**src/rtl/muxdff_chain.sv**
```systemverilog
// Bank of DEPTH mux-fronted WIDTH-bit flip-flops with hold/load/shift/rotate/clear next-state
// selection and a command handshake that runs multi-step shift/rotate bursts.
module muxdff_chain #(
  parameter int unsigned WIDTH = 4,
  parameter int unsigned DEPTH = 4,
  parameter int unsigned LEN_W = 4
) (
  input  logic                   clk,
  input  logic                   aresetn,
  input  logic                   cmd_valid,
  output logic                   cmd_ready,
  input  logic [2:0]             cmd_mode,
  input  logic [LEN_W-1:0]       cmd_len,
  input  logic [DEPTH*WIDTH-1:0] par_in,
  input  logic [WIDTH-1:0]       ser_in,
  output logic [DEPTH*WIDTH-1:0] q,
  output logic [WIDTH-1:0]       ser_out,
  output logic                   busy,
  output logic                   done
);

  localparam int unsigned DW = DEPTH * WIDTH;

  typedef enum logic [2:0] {
    ModeHold  = 3'd0,
    ModeLoad  = 3'd1,
    ModeShUp  = 3'd2,
    ModeShDn  = 3'd3,
    ModeRotUp = 3'd4,
    ModeRotDn = 3'd5,
    ModeClear = 3'd6,
    ModeRsvd  = 3'd7
  } mode_e;

  typedef enum logic {StIdle, StRun} state_e;

  state_e           state_q;
  mode_e            mode_q;
  logic [LEN_W-1:0] rem_q;
  logic             dir_dn_q;
  logic             done_q;
  logic [DW-1:0]    stages_q;
  logic [DW-1:0]    stages_d;
  logic             accept;
  logic             apply;
  logic             is_burst;
  mode_e            step_mode;

  assign accept   = cmd_valid && (state_q == StIdle);
  assign apply    = accept || (state_q == StRun);
  assign is_burst = cmd_mode inside {3'd2, 3'd3, 3'd4, 3'd5};

  // In RUN the latched mode drives the mux; cmd_mode only matters on the accepting edge.
  assign step_mode = (state_q == StRun) ? mode_q : mode_e'(cmd_mode);

  // Stage 0 sits in the least significant slice, so "up" moves data toward the MSBs.
  always_comb begin
    stages_d = stages_q;
    if (apply) begin
      unique case (step_mode)
        ModeLoad:  stages_d = par_in;
        ModeClear: stages_d = '0;
        ModeShUp:  stages_d = {stages_q[DW-WIDTH-1:0], ser_in};
        ModeShDn:  stages_d = {ser_in, stages_q[DW-1:WIDTH]};
        ModeRotUp: stages_d = {stages_q[DW-WIDTH-1:0], stages_q[DW-1 -: WIDTH]};
        ModeRotDn: stages_d = {stages_q[WIDTH-1:0], stages_q[DW-1:WIDTH]};
        default:   stages_d = stages_q;
      endcase
    end
  end

  always_ff @(posedge clk or negedge aresetn) begin
    if (!aresetn) begin
      state_q  <= StIdle;
      mode_q   <= ModeHold;
      rem_q    <= '0;
      dir_dn_q <= 1'b0;
      done_q   <= 1'b0;
      stages_q <= '0;
    end else begin
      stages_q <= stages_d;
      done_q   <= 1'b0;
      unique case (state_q)
        StIdle: begin
          if (cmd_valid) begin
            mode_q <= mode_e'(cmd_mode);
            if (is_burst) begin
              dir_dn_q <= (cmd_mode == ModeShDn) || (cmd_mode == ModeRotDn);
            end
            if (is_burst && (cmd_len != '0)) begin
              rem_q   <= cmd_len;
              state_q <= StRun;
            end else begin
              done_q <= 1'b1;
            end
          end
        end
        StRun: begin
          rem_q <= rem_q - 1'b1;
          if (rem_q == LEN_W'(1)) begin
            state_q <= StIdle;
            done_q  <= 1'b1;
          end
        end
        default: state_q <= StIdle;
      endcase
    end
  end

  assign q         = stages_q;
  assign ser_out   = dir_dn_q ? stages_q[WIDTH-1:0] : stages_q[DW-1 -: WIDTH];
  assign busy      = (state_q == StRun);
  assign cmd_ready = (state_q == StIdle);
  assign done      = done_q;

endmodule

```
**config.mk**
```make
export PLATFORM = sky130hd
export DESIGN_NAME = muxdff_chain
export DESIGN_NICKNAME = d
export VERILOG_FILES = /design/src/rtl/muxdff_chain.sv
export SDC_FILE = /design/constraint.sdc
export NUM_CORES = 1
export LEC_CHECK = 0
export ABC_AREA = 1
export CAP_MARGIN = 15
export CORE_ASPECT_RATIO = 0.6
export CORE_UTILIZATION = 52
export DETAILED_ROUTE_END_ITERATION = 12
export GPL_TIMING_DRIVEN = 0
export PLACE_DENSITY = 0.95
export SLEW_MARGIN = 20
export SYNTH_ARGS = -nofsm -noshare
export SYNTH_HDL_FRONTEND = slang
export SYNTH_SLANG_ARGS = --single-unit
```
**constraint.sdc**
```tcl
create_clock -name clk -period 3.2 [get_ports clk]
set_input_delay 0.96 -clock clk [delete_from_list [all_inputs] [get_ports clk]]
set_output_delay 0.96 -clock clk [all_outputs]
set_load 0.005 [all_outputs]
```
==> results of run 1 <==
-- critical path, delay by kind of cell, from the launching register on --
family                 cells  cell delay, ps
AND/OR/NAND/NOR            1              80
buffers and inverters      2             790
flip-flops                 1             400
AO/OA/AOI/OAI              1              90
-- through the flow --
stage               cell area [sq um]  hold slack, ps
floorplan                        1890             469
global placement                 2460             484
detailed placement               2460             492
CTS                              2500             514
global route                     2500             543
finish                           2500             517
-- synth_stat cells, drive strengths merged --
master,instances,area [sq um]
buf,9,87.6
ha,2,25.0
a31oi,1,6.26
nand3,23,143
xor2,2,25.0
o21ai,16,91.3
nor2,49,184
inv,23,86.3
nand4,7,43.8
o211ai,3,22.5
a21boi,4,30.0
nor3,1,5.00
dfrtp,26,651
nand2,108,473
clkbuf,1,3.75
a21oi,2,10.0
-- how the worst min path moves through the flow --
stage	startpoint	end	slack, ps	cells past startpoint
5_1_grt	rem_q[3]	rem_q[3]	540	2
4_1_cts	rem_q[3]	rem_q[3]	510	2
3_5_place_dp	rem_q[3]	rem_q[3]	490	2
3_3_place_gp	rem_q[3]	rem_q[3]	480	2
6_report	rem_q[3]	rem_q[3]	520	2
2_1_floorplan	rem_q[3]	rem_q[3]	470	2
-- report_power, final --
part / switching (uW) / total, uW / leakage, uW / internal (uW)
combinational: 1190 / 2080 / 0.000862 / 893
sequential: 162 / 664 / 0.000319 / 502
clock: 104 / 188 / 0.0000216 / 84.4
total: 1450 / 2930 / 0.00120 / 1480
-- area by class of cell --
| class | instances | area [sq um] | area share, % |
|---|---|---|---|
| Buffer | 10 | 91.3 | 3.65 |
| Inverter | 23 | 86.3 | 3.45 |
| Tap cell | 45 | 56.3 | 2.25 |
| Sequential cell | 26 | 651 | 26.0 |
| Timing Repair Buffer | 52 | 515 | 20.6 |
| Clock buffer | 3 | 41.3 | 1.65 |
| Multi-Input combinational cell | 218 | 1060 | 42.3 |
-- sequential cells by signal, indices dropped and copies added (netlist names) --
signal    count
busy          1
dir_dn_q      1
done          1
mode_q        3
q            16
rem_q         4
-- cell usage in the layout (no fill, tap or decap), types with 2 or more instances in the layout --
master / Yosys / final
a21boi_0: 4 / 4
nand4_1: 7 / 7
nor2_1: 49 / 49
nand3_1: 19 / 19
a21oi_1: 2 / 2
o21ai_0: 10 / 10
o21ai_1: 5 / 5
buf_2: 1 / 2
buf_6: 6 / 6
ha_1: 2 / 2
dfrtp_1: 26 / 26
nand2_1: 93 / 93
inv_2: 3 / 3
nand2_2: 9 / 9
nand3_2: 3 / 3
clkdlybuf4s50_1: 0 / 51
clkbuf_8: 0 / 3
nand2_4: 6 / 6
inv_1: 20 / 20
o211ai_1: 3 / 3
buf_4: 2 / 2
-- kinds of logic (layout without fill, tap and decap cells) --
| group | count (synthesis) | after routing |
|---|---|---|
| and+or+nand+nor | 188 | 188 |
| buffers and inverters | 33 | 88 |
| AOI/OAI and AO/OA | 26 | 26 |
| DFF | 26 | 26 |
| adders and majority gates | 2 | 2 |
| xor gates and xnor gates | 2 | 2 |
-- metal layers --
| metal | vias up | wire length [um] | GRT usage (%) |
|---|---|---|---|
| li1 | 980 | - | - |
| met1 | 966 | 2350 | 43.3 |
| met2 | 115 | 2420 | 46.0 |
| met3 | 4 | 603 | 6.60 |
| met4 | 0 | 23 | 5.36 |
| met5 | - | 0 | 0 |
==> flow_summary_export.csv, run 1 <==
group,metric,value,unit
die,num_io_pins,53,
sta,relSlewSlack,60.0,%
die,coreArea,3360,sq um
drt,wl,5400,um
synthesis,synthAdderAreaFrac,1.33,%
setup_path,worstSetupStartpointType,"flop",
grt,grt_pass1_vias,1951,
sta,tightestPinTransition,599,ps
synthesis,synth_compound_area_share,8.49,%
power,irDropWorstVdd,0.000629,V
drt,drc,0,
clock_network,postCtsSetupBuffers,0,
synthesis,ys_seq_area_share,34.5,%
placement,dp_hpwl,4090,um
setup_path,required,2240,ps
final_layout,final_nets,366,
sta,clock_skew,5.53,ps
sta,tns,0,ps
final_layout,postLayoutCoreUtil,74.3,%
setup_path,path_max_fanout,8,
placement,numPortBuffers,52,
setup_path,crit_chain,"inv_1, nand2_1, o21ai_0, clkdlybuf4s50_1",
clock_network,cts_hold_buf,0,
clock_network,cts-root-buf,"clkbuf_8",
status,status,"completed",
die,start_util,56.1,%
clock_network,clock_sinks,26,
power,power.total,2930,uW
die,die_y,48.7,um
grt,grt_pass1_wl,8920,um
die,die_w,79.8,um
placement,gp_congestion,0.895,
setup_path,r2r_cells,10,
worst_hold_path,min_path_type,"reg2reg",
sta,report.final.slew_viol_count,0,
sta,setup_ws,613,ps
drt,dr_total_vias,2065,
final_layout,fillers,263,
drt,firstDrtPassIters,6,
synthesis,yosys.area_share.simple,45.0,%
final_layout,n_antenna_cell,0,
die,rows,16,
clock_network,cts_resized,0,
clock_network,cts-htree-levels,1,
synthesis,avgSynthCellArea,6.81,sq um
setup_path,cp-startpoint,"dir_dn_q",
final_layout,drive_gt1_share,11.1,%
job,cap_viol_max_count,0,
synthesis,synth_top_family_by_area,"simple AND/OR/NAND/NOR gates",
setup_path,cp.arrival,1630,ps
sta,finalCritPeriodShare,80.8,%
setup_path,cp-end-kind,"output port",
sta,min_period,2590,ps
setup_path,r2r-end,"q[4]",
drt,vias_per_cell,5.48,
clock_network,cts_made_buffers,3,
synthesis,ys_types,26,
synthesis,synth_seq_cells,26,
grt,antenna_found_initial,0,
setup_path,ff2ff_setup_slack,1480,ps
synthesis,synthXorXnorAreaFrac,1.33,%
sta,finalHoldViolCount,0,
drt,drt_iter0_drc,151,
grt,grt_usage,29.8,%
synthesis,muxShareOfSynthArea,0,%
setup_path,endpoint,"ser_out[3]",
setup_path,reg2reg_from,"busy",
synthesis,synth_area,1890,sq um
placement,place_inst,374,
drt,wl_per_cell,14.3,um
synthesis,synth_cells,277,
clock_network,worst_skew_pair.late_latency,270,ps
clock_network,clk_pin_slew,90,ps
power,leakage,0.00120,uW
sta,rsz0062_at_grt,"no",
clock_network,ctsLongestPathBuffers,2,
final_layout,stdcell_count,377,
synthesis,yosysWarnings,0,
synthesis,syn-num-nets,309,
clock_network,cts_tree,"done",
setup_path,slowest_stage,"clkdlybuf4s50_1",
power,p_per_area,1170,nW/um^2
placement,place_worst_setup_slack,580,ps
sta,timing.fmax,0.387,GHz
grt,grt_max_degree,27,
setup_path,crit_type,"reg2out",
sta,setup_viol,0,
final_layout,area_growth,32.5,%
drt,ant_nets,0,
die,die_area,3880,sq um
setup_path,cpPeakStageDelay,530,ps
grt,grt_overflow,0,
(Power assumes the default switching activity.)
==> run 2: changes to the inputs <==
- CORE_UTILIZATION: 52 -> 48
- PLACE_DENSITY: 0.95 -> 0.91
- clock period: 3.2 -> 2.5 ns (I/O delays scaled with it)
==> flow_summary_export.csv, run 2 (same netlist as run 1, synthesis figures left out) <==
group,metric,value,unit
die,rows,17,
final_layout,n_antenna_cell,0,
power,leakage,0.00120,uW
grt,grt_usage,25.6,%
clock_network,cts_tree,"done",
clock_network,cts_made_buffers,3,
status,status,"completed",
power,p_per_area,1490,nW/um^2
drt,dr_total_vias,1979,
sta,tightestPinTransition,601,ps
clock_network,cts_hold_buf,0,
setup_path,required,1750,ps
final_layout,layout_common_cells,"93 x nand2_1, 51 x clkdlybuf4s50_1, 49 x nor2_1, 26 x dfrtp_1, 20 x inv_1",
power,switching_share,49.2,%
sta,tns,0,ps
drt,met3WireLength,461,um
final_layout,final_area,2500,sq um
clock_network,cts-root-buf,"clkbuf_8",
clock_network,worst_skew_pair.late_latency,270,ps
drt,highest_layer,"met4",
setup_path,path_max_fanout,8,
setup_path,cpPeakStageDelay,540,ps
final_layout,drive_gt1_share,11.1,%
die,num_io_pins,53,
final_layout,area_growth,32.6,%
drt,drc,0,
final_layout,layout_commonest_cell,"nand2_1",
setup_path,cp.arrival,1600,ps
die,die_y,50.6,um
die,die_area,4190,sq um
placement,numPortBuffers,52,
power,pwr-share-seq,22.5,%
job,cap_viol_max_count,0,
power,irDropWorstVdd,0.000728,V
drt,wl_per_cell,13.5,um
grt,grt_max_degree,27,
final_layout,largest_register_ffs,16,
drt,firstDrtPassIters,5,
sta,setup_ws,154,ps
worst_hold_path,min_path_type,"in2async",
sta,finalCritPeriodShare,93.8,%
drt,wl,5110,um
final_layout,final_nets,366,
sta,rsz0062_at_grt,"no",
placement,gp_congestion,0.851,
grt,grt_overflow,0,
final_layout,stdcell_count,379,
power,power.total,3730,uW
power,switchingPower,1830,uW
setup_path,crit_chain,"inv_1, nand2_1, o21ai_0, clkdlybuf4s50_1",
clock_network,cts-htree-levels,1,
grt,grt_pass1_vias,1747,
placement,place_worst_setup_slack,78.3,ps
clock_network,ctsLongestPathBuffers,2,
setup_path,crit_type,"reg2out",
clock_network,clk_pin_slew,90,ps
setup_path,cp-end-kind,"output port",
sta,report.final.slew_viol_count,0,
sta,setup_viol,0,
placement,place_inst,376,
drt,drt_iter0_drc,123,
drt,met1_length,2460,um
clock_network,clock_sinks,26,
clock_network,cts_resized,0,
sta,clock_skew,1.52,ps
placement,placed_cell_area,2460,sq um
grt,antenna_found_initial,0,
power,p_int,1900,uW
grt,grt_pass1_wl,8450,um
clock_network,postCtsSetupBuffers,0,
sta,timing.fmax,0.426,GHz
placement,dp_hpwl,3890,um
sta,min_period,2350,ps
die,die_w,82.9,um
setup_path,worstSetupStartpointType,"flop",
die,start_util,50.7,%
setup_path,slowest_stage,"clkdlybuf4s50_1",
sta,finalHoldViolCount,0,
sta,relSlewSlack,59.9,%
power,clkPwrFrac,6.4,%
drt,ant_nets,0,
drt,vias_per_cell,5.22,
power,combPwrFrac,71.1,%
die,coreArea,3720,sq um
drt,wl_met2,2170,um
[run 2: cell counts in the layout (fill, tap and decap cells not counted)]
Identical to the previous run, type by type.
[run 2: path summary, 6_finish.rpt]
path / from / endpoint / slack (ps) / depth (start not counted)
hold reg to reg: rem_q[3] / rem_q[3] / 530 / 2
min in group clk: rem_q[3] / rem_q[3] / 530 / 2
hold / removal: aresetn / done / 480 / 1
setup reg to reg: busy / q[9] / 860 / 10
max in group asynchronous: aresetn / q[0] / 1630 / 1
setup / recovery: dir_dn_q / ser_out[2] / 150 / 4
[run 2: final cells by class]
class / count / area (sq um)
buffer: 10 / 91.3
timing repair buffer: 52 / 515
clock buffer: 3 / 41.3
sequential: 26 / 651
inverter: 23 / 86.3
multi-input combinational: 218 / 1060
fill: 298 / 1220
tap: 47 / 58.8
[run 2: routing by layer]
metal,GRT usage [%],vias up
met2,37.4,100
li1,-,992
met5,0,-
met3,5.76,2
met4,3.74,0
met1,38.9,885
[run 2: worst max-delay path, delay by kind of cell (launching register included)]
family | cells | cell delay (ps)
AOI/OAI and AO/OA | 1 | 90
buffers and inverters | 2 | 770
DFF | 1 | 390
and+or+nand+nor | 1 | 70
[run 2: power groups by stage]
stage,Clock (uW),Combinational [uW],Sequential [uW]
3_3_place_gp,0,2520,837
2_1_floorplan,0,1760,812
4_1_cts,248,2620,835
6_report,239,2650,840
5_1_grt,263,2910,877
3_5_place_dp,0,2610,840
[run 2: stage by stage]
stage / utilization (%) / hold WS (ps)
after global placement: 66.3 / 484
final: 67.2 / 478
after global routing: 67.2 / 513
after CTS: 67.2 / 487
after floorplan: - / 454
after detailed placement: 66.1 / 498
==> run 3: changes to the inputs <==
- SKIP_CTS_REPAIR_TIMING: not set -> 1
- clock period: 2.5 -> 2.6 ns (I/O delays scaled with it)
==> results of run 3 <==
The final DEF is identical to that of run 2. Status: completed.
Among the figures that moved: setup slack after placement 78.3 ps -> 148 ps; setup slack after layout 154 ps -> 224 ps; hold slack 478 ps -> 508 ps; register-to-register setup slack 860 ps -> 960 ps; total power 3730 uW -> 3580 uW; worst IR drop on VDD 0.000728 V -> 0.000700 V
